$ cat src/rtl/ergene_pkg.sv
// Shared types and constants for the channel event decoder.
package ergene_pkg;

   localparam int unsigned DefaultNCh = 16;
   localparam int unsigned NumErr     = 5;

   // Bit positions within err_o / err_sticky_o.
   localparam int unsigned ErrOnehot   = 0;
   localparam int unsigned ErrOrder    = 1;
   localparam int unsigned ErrOverflow = 2;
   localparam int unsigned ErrAbort    = 3;
   localparam int unsigned ErrTimeout  = 4;

   typedef enum logic {
      StIdle,
      StCollect
   } state_e;

endpackage

$ cat src/rtl/onehot_dec.sv
// One-hot to binary index; flags exactly-one and two-or-more bits set.
module onehot_dec #(
   parameter  int unsigned N  = 16,
   localparam int unsigned IW = $clog2(N)
) (
   input  logic [N-1:0]  sel_i,
   output logic [IW-1:0] index_o,
   output logic          single_o,
   output logic          multi_o
);

   // OR of set-bit indices; only meaningful when single_o is high.
   always_comb begin
      index_o = '0;
      for (int unsigned i = 0; i < N; i++) begin
         if (sel_i[i]) index_o = index_o | IW'(i);
      end
   end

   assign multi_o  = |(sel_i & (sel_i - N'(1)));
   assign single_o = (|sel_i) && !multi_o;

endmodule

$ cat src/rtl/channel_event_decoder.sv
// Rebuilds a channel mask from a stream of one-hot beats framed by arm/terminator,
// with error reporting and a single-entry output slot.
module channel_event_decoder
   import ergene_pkg::*;
#(
   parameter int unsigned N_CH    = DefaultNCh,
   parameter int unsigned TIMEOUT = 255
) (
   input  logic                    clk_i,
   input  logic                    reset_i,
   input  logic                    arm_i,
   input  logic                    dump_i,
   input  logic [N_CH-1:0]         ch_sel_i,
   input  logic                    frame_ready_i,
   input  logic                    clr_i,
   output logic [N_CH-1:0]         frame_o,
   output logic [$clog2(N_CH):0]   count_o,
   output logic                    frame_valid_o,
   output logic [NumErr-1:0]       err_o,
   output logic [NumErr-1:0]       err_sticky_o
);

   localparam int unsigned IW = $clog2(N_CH);
   localparam int unsigned CW = IW + 1;
   localparam int unsigned TW = $clog2(TIMEOUT + 1);

   state_e            state_q, state_d;
   logic [N_CH-1:0]   acc_q, acc_d;
   logic [CW-1:0]     cnt_q, cnt_d;
   logic [IW-1:0]     prev_q, prev_d;
   logic              have_prev_q, have_prev_d;
   logic [TW-1:0]     tmo_q, tmo_d;
   logic [N_CH-1:0]   frame_q, frame_d;
   logic [CW-1:0]     count_q, count_d;
   logic              valid_q, valid_d;
   logic [NumErr-1:0] err_q, err_d;
   logic [NumErr-1:0] sticky_q, sticky_d;

   logic [IW-1:0] dec_idx;
   logic          dec_single;
   logic          dec_multi;
   logic          slot_free;

   onehot_dec #(
      .N (N_CH)
   ) u_onehot_dec (
      .sel_i    (ch_sel_i),
      .index_o  (dec_idx),
      .single_o (dec_single),
      .multi_o  (dec_multi)
   );

   assign slot_free = !valid_q || frame_ready_i;

   always_comb begin
      state_d     = state_q;
      acc_d       = acc_q;
      cnt_d       = cnt_q;
      prev_d      = prev_q;
      have_prev_d = have_prev_q;
      tmo_d       = tmo_q;
      frame_d     = frame_q;
      count_d     = count_q;
      valid_d     = valid_q && !frame_ready_i;
      err_d       = '0;

      unique case (state_q)
         StIdle: begin
            if (arm_i) begin
               state_d     = StCollect;
               acc_d       = '0;
               cnt_d       = '0;
               prev_d      = '0;
               have_prev_d = 1'b0;
               tmo_d       = '0;
            end
         end
         StCollect: begin
            if (arm_i) begin
               err_d[ErrAbort] = 1'b1;
               acc_d           = '0;
               cnt_d           = '0;
               prev_d          = '0;
               have_prev_d     = 1'b0;
               tmo_d           = '0;
            end else if (dump_i) begin
               tmo_d = '0;
               if (dec_single) begin
                  if (have_prev_q && (dec_idx <= prev_q)) err_d[ErrOrder] = 1'b1;
                  if (!acc_q[dec_idx]) cnt_d = cnt_q + CW'(1);
                  acc_d       = acc_q | ch_sel_i;
                  prev_d      = dec_idx;
                  have_prev_d = 1'b1;
               end else if (dec_multi) begin
                  err_d[ErrOnehot] = 1'b1;
               end else begin
                  state_d = StIdle;
                  if (slot_free) begin
                     frame_d = acc_q;
                     count_d = cnt_q;
                     valid_d = 1'b1;
                  end else begin
                     err_d[ErrOverflow] = 1'b1;
                  end
               end
            end else begin
               tmo_d = tmo_q + TW'(1);
               if (tmo_d == TW'(TIMEOUT)) begin
                  err_d[ErrTimeout] = 1'b1;
                  state_d           = StIdle;
               end
            end
         end
         default: state_d = StIdle;
      endcase

      // A fresh error in the clearing cycle still sticks.
      sticky_d = (clr_i ? '0 : sticky_q) | err_d;
   end

   always_ff @(posedge clk_i) begin
      if (reset_i) begin
         state_q     <= StIdle;
         acc_q       <= '0;
         cnt_q       <= '0;
         prev_q      <= '0;
         have_prev_q <= 1'b0;
         tmo_q       <= '0;
         frame_q     <= '0;
         count_q     <= '0;
         valid_q     <= 1'b0;
         err_q       <= '0;
         sticky_q    <= '0;
      end else begin
         state_q     <= state_d;
         acc_q       <= acc_d;
         cnt_q       <= cnt_d;
         prev_q      <= prev_d;
         have_prev_q <= have_prev_d;
         tmo_q       <= tmo_d;
         frame_q     <= frame_d;
         count_q     <= count_d;
         valid_q     <= valid_d;
         err_q       <= err_d;
         sticky_q    <= sticky_d;
      end
   end

   assign frame_o       = frame_q;
   assign count_o       = count_q;
   assign frame_valid_o = valid_q;
   assign err_o         = err_q;
   assign err_sticky_o  = sticky_q;

endmodule

$ cat config.mk
export PLATFORM = sky130hd
export DESIGN_NAME = channel_event_decoder
export DESIGN_NICKNAME = d
export VERILOG_FILES = /design/src/rtl/ergene_pkg.sv /design/src/rtl/onehot_dec.sv /design/src/rtl/channel_event_decoder.sv
export SDC_FILE = /design/constraint.sdc
export NUM_CORES = 1
export LEC_CHECK = 0
export CAP_MARGIN = 20
export CORE_MARGIN = 5
export CORE_UTILIZATION = 45
export CTS_CLUSTER_DIAMETER = 50
export CTS_CLUSTER_SIZE = 10
export DETAILED_ROUTE_END_ITERATION = 16
export HOLD_SLACK_MARGIN = 0.05
export PLACE_DENSITY = 0.7
export SETUP_SLACK_MARGIN = 0.1
export SYNTH_ARGS = -nofsm -noshare
export SYNTH_HDL_FRONTEND = slang
export SYNTH_SLANG_ARGS = --single-unit
$ cat constraint.sdc
create_clock -name clk_i -period 7.3 [get_ports clk_i]
set_input_delay 1.095 -clock clk_i [delete_from_list [all_inputs] [get_ports clk_i]]
set_output_delay 1.095 -clock clk_i [all_outputs]
set_load 0.01 [all_outputs]
# After elaboration in Yosys (flattened, before gate mapping)

Index checks and enable logic that the tools add are counted.

Register bits after elaboration: 67
Bits of input ports: 22
Output and inout port bits: 32
Logic and storage cells: 108

Add/sub/neg operators: 3
Magnitude comparators: 2
Eq/ne operators: 5
Muxes and demuxes: 68
Bitwise operators: 7
Reductions and logical operators: 12

Operators with widths:

| kind                                                                 | number |
|---|---|
| 16-bit 2-to-1 mux                                                    | 4 |
| 4-bit 2-to-1 mux                                                     | 12 |
| 5-bit 2-to-1 mux                                                     | 7 |
| 16-bit case mux with 2 select lines                                  | 1 |
| 16-bit OR reduction                                                  | 2 |
| 1-bit 2-to-1 mux                                                     | 27 |
| 8-bit 2-to-1 mux                                                     | 3 |
| 3-bit 2-to-1 mux                                                     | 6 |
| 16-bit bitwise AND                                                   | 1 |
| 16-bit bitwise OR                                                    | 1 |
| 8-bit case mux with 2 select lines                                   | 1 |
| 16-bit by 1-bit subtractor with 16-bit output, second input constant | 1 |
| 5-bit case mux with 2 select lines                                   | 1 |
| 8-bit by 1-bit adder with 8-bit output, second input constant        | 1 |
| 8-bit equality test, second input constant                           | 1 |
| 4-bit case mux with 2 select lines                                   | 1 |
| 3-bit inequality test, second input constant                         | 2 |
| 6-bit AND reduction                                                  | 1 |
| 5-bit by 1-bit adder with 5-bit output, second input constant        | 1 |
| 4-bit by 5-bit < comparator with 1-bit output, second input constant | 1 |
| 5-bit bitwise OR                                                     | 1 |
| 1-bit binary-select mux with 4-bit select                            | 1 |
| 4-bit <= comparator                                                  | 1 |
| 2-bit 2-to-1 mux                                                     | 2 |
| other kinds (9)                                                      | 17 |

# Depth between registers and ports, before layout

Gate-level depths: netlist (run 1).

Depth after elaboration: 23
Gate-level depth with buffers: 13
Depth with buffers taken out: 11

# By module

Synthesis (run 1) repeated with hierarchy kept, for this count alone.

Cells, all modules: 368
Area total of the unflattened synthesis: 3035.4 um^2

Modules (own cells, without submodules):

| module                | times used | cells an instance | area each (um^2) | seq. area each (um^2) |
|---|---|---|---|---|
| channel_event_decoder | 1          | 330               | 2782.7           | 1341.3 |
| onehot_dec            | 1          | 38                | 252.7            | 0.0 |

# Worst setup path before layout (run 1)

Ideal clock, no wire load.

Kind: input to register
Start: input ch_sel_i[1]
End: register cnt_q[2]
Data arrival time: 3.280 ns
Slack: 3.945 ns
Stages on the path: 8
Cell sequence: clkbuf_1 -> or4_1 -> a2111oi_4 -> nor3_1 -> or2_4 -> or4b_4 -> a2111o_1 -> a31oi_1

Longest elaborated chain between the ends: 19
Elaborated cells on any way between the ends: 26
Classes of those cells: add/sub (1); eq/ne (2); mux (17); bitwise (1); reduce/logical (5)

Ends and longest elaborated chain:

| item                                      | RTL line                     | source |
|---|---|---|
| from (decl)                               | channel_event_decoder.sv:13  | `input logic [N_CH-1:0] ch_sel_i,` |
| 1-bit 2-to-1 mux                          | onehot_dec.sv:16             | `if (sel_i[i]) index_o = index_o \| IW'(i);` |
| 2-bit 2-to-1 mux (2 in a row)             | onehot_dec.sv:16             |  |
| 3-bit 2-to-1 mux (4 in a row)             | onehot_dec.sv:16             |  |
| 4-bit 2-to-1 mux (8 in a row)             | onehot_dec.sv:16             |  |
| 1-bit binary-select mux with 4-bit select | channel_event_decoder.sv:90  | `if (!acc_q[dec_idx]) cnt_d = cnt_q + CW'(1);` |
| 1-bit 2-to-1 mux (not written as such)    | channel_event_decoder.sv:90  |  |
| 3-bit inequality test (no line)           | --                           |  |
| 4-bit AND reduction (no line) *           | --                           |  |
| to (signal assigned)                      | channel_event_decoder.sv:137 | `cnt_q <= cnt_d;` |
| to (decl)                                 | channel_event_decoder.sv:29  | `logic [CW-1:0] cnt_q, cnt_d;` |

Every way passes the cells marked *; elsewhere a longest branch is shown, timed or not. The select of a mux whose other input is x is not followed.
A chain may end at the register's enable or synchronous reset.

# Final worst setup path (run 1)

Start: input ch_sel_i[5]
End: register count_q[0], in the netlist count_o[0]

Longest elaborated chain between the ends: 7
Elaborated cells on any way between the ends: 9
Classes of those cells: add/sub (1); bitwise (3); reduce/logical (5)

Ends and longest elaborated chain:

| item                                          | RTL line                     | source |
|---|---|---|
| 16-bit by 1-bit subtractor with 16-bit output | onehot_dec.sv:20             | `assign multi_o = \|(sel_i & (sel_i - N'(1)));` |
| 16-bit bitwise AND                            | onehot_dec.sv:20             |  |
| 16-bit OR reduction                           | onehot_dec.sv:20             |  |
| 1-bit zero test                               | onehot_dec.sv:21             | `assign single_o = (\|sel_i) && !multi_o;` |
| 1-bit logical AND                             | onehot_dec.sv:21             |  |
| 1-bit NOT (no line)                           | --                           |  |
| 6-bit AND reduction (no line) *               | --                           |  |
| to (signal assigned)                          | channel_event_decoder.sv:142 | `count_q <= count_d;` |
| to (decl)                                     | channel_event_decoder.sv:34  | `logic [CW-1:0] count_q, count_d;` |

Every way passes the cells marked *; elsewhere a longest branch is shown, timed or not.

==> results.sh, run 1 <==
export IMPL_outcome="complete, no violations"
export IMPL_power_leakage_nw=1.27
export IMPL_area_growth_pct=23.9
export IMPL_grt_max_degree=33
export IMPL_syn_area_mm2=0.00314
export IMPL_hold_violations=0
export IMPL_tns_ps=0
export IMPL_grt_usage_pct=18.6
export IMPL_startpoint="ch_sel_i[5]"
export IMPL_cts_hold_buf=0
export IMPL_clockBufferDepth=2
export IMPL_final_antenna_net_count=0
export IMPL_drt_iter0_markers=240
export IMPL_overflow=0
export IMPL_post_place_ws_ps=2940
export IMPL_htreeDepth=3
export IMPL_ys_async_sr_fraction_pct=0
export IMPL_drcViolationCount=0
export IMPL_ctsResizeCount=0
export IMPL_critPathLaunchType="input port"
export IMPL_floorplan_initialDensity_pct=46.2
export IMPL_grt_pass1_wl_um=13100
export IMPL_fin_nets=478
export IMPL_tightestPinTransition_ps=962
export IMPL_die_area_mm2=0.00875
export IMPL_synth_flop_cell="dfxtp_1"
export IMPL_layout_common_cells="nand2_1, dfxtp_1, a21oi_1, clkdlybuf4s50_1, inv_1"
export IMPL_path_buf_inv=1
export IMPL_cpMostUsedCell="nor4_1"
export IMPL_clk_pin_slew_ps=70
export IMPL_timing_final_ws_setup_ps=3250
export IMPL_synth_seq_cells=67
export IMPL_drv_cap=0
export IMPL_die_w_um=93.5
export IMPL_cp_depth=7
export IMPL_port_buffers=53
export IMPL_reg2reg_setup_slack_ps=5010
export IMPL_antenna_cells=0
export IMPL_slowest_delay_ps=660
export IMPL_post_cts_setup_buffers=0
export IMPL_cp_required_ps=7550
export IMPL_path_delay_family="simple AND/OR/NAND/NOR gates"
export IMPL_cts_tree="built"
export IMPL_drive_above_1_share_pct=4.65
export IMPL_grt_setup_unrepaired="false"
export IMPL_cts_root_buf="clkbuf_8"
export IMPL_cts_sinks=67
export IMPL_setup_violations=0
export IMPL_ys_seq_area_share_pct=42.7
export IMPL_hold_path_class="flop to flop"
export IMPL_synth_fp_nets=433
export IMPL_criticalPathCategory="input port to flop"
export IMPL_synth_edf_count=0
export IMPL_num_vias=2961
export IMPL_gp_congestion=0.831
export IMPL_final_common_cell="nand2_1"
export IMPL_post_route_period_util_pct=55.4
export IMPL_ys_warn_count=0
export IMPL_totalWireLength_um=7640
export IMPL_design_core_area_mm2=0.00679
export IMPL_viasPerCell=5.40
export IMPL_postSynthCellCount=404
export IMPL_period_minus_slack_ps=4050
export IMPL_r2r_start="state_q"
export IMPL_first_global_vias=2775
export IMPL_peakVddDrop_mv=0.0774
export IMPL_wl_per_cell_um=13.9
export IMPL_die_h_um=93.5
export IMPL_yosysUniqueCellTypes=47
export IMPL_firstDrtPassIters=4
export IMPL_crit_end="count_o[0]"
export IMPL_slew_viol_final=0
export IMPL_place_hpwl_um=5650
export IMPL_num_io_pins=54
export IMPL_num_rows=30
export IMPL_worstPathArrival_ps=4290
export IMPL_insertion_delay_ps=330
export IMPL_nFillCells=648
export IMPL_critPathCaptureType="flop"
export IMPL_fin_worst_skew_ps=8.14
export IMPL_power_density_mw_per_mm2=174
export IMPL_r2r_cells=6
export IMPL_cp_slowest_cell="and2_1"
export IMPL_fmax_ghz=0.247
export IMPL_antenna_found_initial=0
export IMPL_relSlewSlack_pct=35.6
export IMPL_syn_avg_cell_area_um2=7.77
export IMPL_cp_max_fo=21
export IMPL_cp_cell_sequence="clkdlybuf4s50_1 > nor4_1 > nand3_1 > nor4_1 > and2_1 > nand2_1 > a21oi_1"
export IMPL_r2r_end="cnt_q[2]"
export IMPL_cts_buffers=9
-- state kept, by name, summed over array words and instances (netlist names) --
register / count
acc_q: 16
frame_o: 16
tmo_q: 8
cnt_q: 5
count_o: 5
err_o: 5
err_sticky_o: 5
prev_q: 4
frame_valid_o: 1
have_prev_q: 1
state_q: 1
-- metrics by stage --
stage | area, um2 | power, W | util [%] | std cells | hold WS (ps)
6_report | 3890 | 0.000677 | 57.3 | 548 | 448
2_1_floorplan | 3140 | 0.000395 | - | 404 | 426
5_1_grt | 3890 | 0.000706 | 57.3 | 548 | 466
4_1_cts | 3890 | 0.000681 | 57.3 | 548 | 451
3_3_place_gp | 3710 | 0.000419 | 54.7 | 533 | 433
3_5_place_dp | 3720 | 0.000419 | 54.8 | 534 | 438
-- cell families after synthesis --
family | count (synthesis) | synth area share [%]
buffers and inverters | 48 | 5.78
DFF | 67 | 42.7
adders and majority gates | 7 | 2.79
AOI/OAI and AO/OA | 109 | 21.0
muxes | 6 | 1.91
xor gates and xnor gates | 2 | 0.558
and+or+nand+nor | 165 | 25.2
-- final cells by class --
class	count	area (um2)	area share [%]
multi-input cells	289	1620	41.6
inverters	28	105	2.70
well taps	96	120	3.09
flip-flops and latches	67	1340	34.5
clock inverters	2	12.5	0.322
repair buffers	54	538	13.8
clock buffers	12	155	3.99
-- Yosys cell counts, types with 3 or more instances --
| master | n | share of area [%] |
|---|---|---|
| a21o_1 | 4 | 0.96 |
| a21oi_1 | 59 | 9.4 |
| a22oi_1 | 4 | 0.96 |
| a31oi_1 | 3 | 0.60 |
| and3_1 | 5 | 1.0 |
| clkbuf_1 | 19 | 2.3 |
| dfxtp_1 | 67 | 43 |
| ha_1 | 7 | 2.8 |
| inv_1 | 28 | 3.3 |
| mux2i_1 | 6 | 1.9 |
| nand2_1 | 78 | 9.3 |
| nand2b_1 | 5 | 1.0 |
| nand3_1 | 11 | 1.8 |
| nand4_1 | 4 | 0.80 |
| nor2_1 | 22 | 2.6 |
| nor3_1 | 10 | 1.6 |
| nor4_1 | 8 | 1.6 |
| o211ai_1 | 6 | 1.4 |
| o21ai_0 | 18 | 2.9 |
| or3_1 | 4 | 0.80 |
| or4_1 | 3 | 0.72 |
-- worst min-delay path by stage --
stage | to | slack, ps | cells past startpoint | start
after floorplan | have_prev_q | 430 | 2 | have_prev_q
after global placement | have_prev_q | 430 | 2 | have_prev_q
after detailed placement | err_sticky_o[4] | 440 | 1 | err_sticky_o[4]
after CTS | have_prev_q | 450 | 2 | have_prev_q
after global routing | have_prev_q | 470 | 2 | have_prev_q
final | have_prev_q | 450 | 2 | have_prev_q
-- metal layers --
metal,global-route usage (%),routed length (um),part of all wire [%]
met1,25.3,3640,48
met2,28.6,3390,44
met3,4.10,497,6.5
met4,7.22,110,1.4
met5,0,0,0
-- report_power, final --
group	internal (W)	switching (W)	total [W]	leakage, nW
Combinational	0.0000175	0.0000254	0.0000429	0.650
Clock	0.000138	0.000128	0.000266	0.0843
Sequential	0.000367	0.00000164	0.000368	0.540
Total	0.000522	0.000155	0.000677	1.27
-- tightest hold or removal path, cell delays in order, from the launching register on --
cell     delay, ps
dfxtp_1        310
inv_1           50
a21oi_1         50
No activity file was read; power rests on OpenSTA's default activity.
==> run 2, diff against run 1 <==
==> constraint.sdc (replaced) <==
create_clock -name clk_i -period 4.07 [get_ports clk_i]
set_input_delay 0.6105 -clock clk_i [delete_from_list [all_inputs] [get_ports clk_i]]
set_output_delay 0.6105 -clock clk_i [all_outputs]
set_load 0.01 [all_outputs]
==> run 2 against run 1 <==
  * Global-route usage down 0.23 points
  * Utilization up 0.94 points
  * Routed wire length up 2.0%
  * First-iteration DRC count down 13%
  * Count of clock-buffer cells in the layout up 1
  * Critical path depth up 2
  * Cell count up 1.1%
  * Clock power up 110%
  * Non-clock buffer count up 5
  * Hold slack about the same
  * Sequential power up 80%
  * Critical endpoint is now cnt_q[2]
==> results.sh, run 2 (synthesis gave the netlist of run 1 again) <==
export IMPL_outcome="complete, no violations"
export IMPL_viasPerCell=5.35
export IMPL_setup_violations=0
export IMPL_clockBufferDepth=2
export IMPL_gp_congestion=0.884
export IMPL_hold_depth=2
export IMPL_fmax_ghz=0.308
export IMPL_die_w_um=93.5
export IMPL_ctsResizeCount=0
export IMPL_busiest_layer="met2"
export IMPL_layout_common_cells="nand2_1, dfxtp_1, a21oi_1, clkdlybuf4s50_1, inv_1"
export IMPL_hold_end="have_prev_q"
export IMPL_r2r_start="state_q"
export IMPL_htreeDepth=3
export IMPL_grt_usage_pct=18.4
export IMPL_power_density_mw_per_mm2=325
export IMPL_totalWireLength_um=7800
export IMPL_fin_nets=483
export IMPL_num_vias=2965
export IMPL_worstHoldStart="have_prev_q"
export IMPL_port_buffers=53
export IMPL_tightestPinTransition_ps=652
export IMPL_ff_latch_area_mm2=0.00134
export IMPL_floorplan_initialDensity_pct=46.2
export IMPL_reg2reg_setup_slack_ps=1790
export IMPL_tns_ps=0
export IMPL_r2r_cells=6
export IMPL_r2r_end="cnt_q[2]"
export IMPL_grtUsageMet2_pct=27.9
export IMPL_met3_usage_pct=3.94
export IMPL_die_h_um=93.5
export IMPL_drive_above_1_share_pct=5.68
export IMPL_relSlewSlack_pct=56.5
export IMPL_cts_sinks=67
export IMPL_first_global_vias=2661
export IMPL_cts_root_buf="clkbuf_8"
export IMPL_antenna_cells=0
export IMPL_place_hpwl_um=5750
export IMPL_overflow=0
export IMPL_drcViolationCount=0
export IMPL_critPathLaunchType="input port"
export IMPL_drt_iter0_markers=210
export IMPL_criticalPathCategory="input port to flop"
export IMPL_nFillCells=638
export IMPL_clk_pin_slew_ps=70
export IMPL_insertion_delay_ps=340
export IMPL_power_leakage_nw=1.31
export IMPL_grt_use_met1_pct=25.3
export IMPL_final_common_cell="nand2_1"
export IMPL_post_cts_setup_buffers=0
export IMPL_cts_buffers=9
export IMPL_fin_worst_skew_ps=7.56
export IMPL_worstPathArrival_ps=3510
export IMPL_num_io_pins=54
export IMPL_post_route_period_util_pct=79.7
export IMPL_peakVddDrop_mv=0.155
export IMPL_multi_input_area_mm2=0.00162
export IMPL_drv_cap=0
export IMPL_cp_required_ps=4340
export IMPL_cts_tree="built"
export IMPL_postPlaceCellArea_mm2=0.00376
export IMPL_grt_pass1_wl_um=12800
export IMPL_cp_max_fo=7
export IMPL_critPathCaptureType="flop"
export IMPL_hold_path_class="flop to flop"
export IMPL_num_rows=30
export IMPL_worst_hold_slack_ps=447
export IMPL_final_antenna_net_count=0
export IMPL_design_core_area_mm2=0.00679
export IMPL_hold_violations=0
export IMPL_period_minus_slack_ps=3240
export IMPL_grt_max_degree=33
export IMPL_area_growth_pct=25.9
export IMPL_grt_setup_unrepaired="false"
export IMPL_cts_hold_buf=0
export IMPL_final_cell_area_mm2=0.00395
export IMPL_slew_viol_final=0
export IMPL_wl_per_cell_um=14.1
export IMPL_antenna_found_initial=0
export IMPL_die_area_mm2=0.00875
export IMPL_firstDrtPassIters=4
run 2: cell count changes in the layout (fill, tap and decap cells not counted):
cell / change
buf_4: +5
bufinv_16: +1
clkbuf_1: +1
clkinvlp_4: -1
run 2: per-stage QoR:
step           total power [W]  std cells  utilization, %  worst slack, ps
3_3_place_gp          0.000751        539            55.3              599
2_1_floorplan         0.000709        404               -             1200
4_1_cts                0.00130        554            58.2              851
6_report               0.00128        554            58.2              826
3_5_place_dp          0.000752        539            55.3              495
5_1_grt                0.00134        554            58.2              573
run 2: final cells by class:
class / count / area share [%]
clock buffers: 13 / 4.02
flip-flops and latches: 67 / 33.9
multi-input cells: 289 / 40.9
repair buffers: 59 / 14.6
well taps: 96 / 3.04
clock inverters: 2 / 0.886
inverters: 28 / 2.66
run 2: critical path, stage by stage:
cell and delay (ps):
clkdlybuf4s50_1 520, nor4_1 590, nand3_1 370, buf_4 270
a311oi_1 250, a21oi_1 100, o22a_1 260, a2111o_1 380
a31oi_1 160
run 2: power by group:
group	internal, W	switching (W)
clock	0.000313	0.000234
sequential	0.000658	0.00000292
combinational	0.0000324	0.0000446
run 2: worst max-delay path by stage:
stage / startpoint / endpoint / slack [ps] / cells after the start
global route: ch_sel_i[5] / frame_o[3] / 570 / 8
CTS: ch_sel_i[5] / cnt_q[2] / 850 / 9
floorplan: ch_sel_i[1] / cnt_q[2] / 1200 / 8
finish: ch_sel_i[5] / cnt_q[2] / 830 / 9
global placement: ch_sel_i[3] / cnt_q[2] / 600 / 8
detailed placement: ch_sel_i[5] / cnt_q[2] / 500 / 9
run 2: metal layers:
metal	routed length, um	vias up
li1	-	1510
met1	3730	1373
met2	3520	72
met3	417	10
met4	125	0
met5	0	-
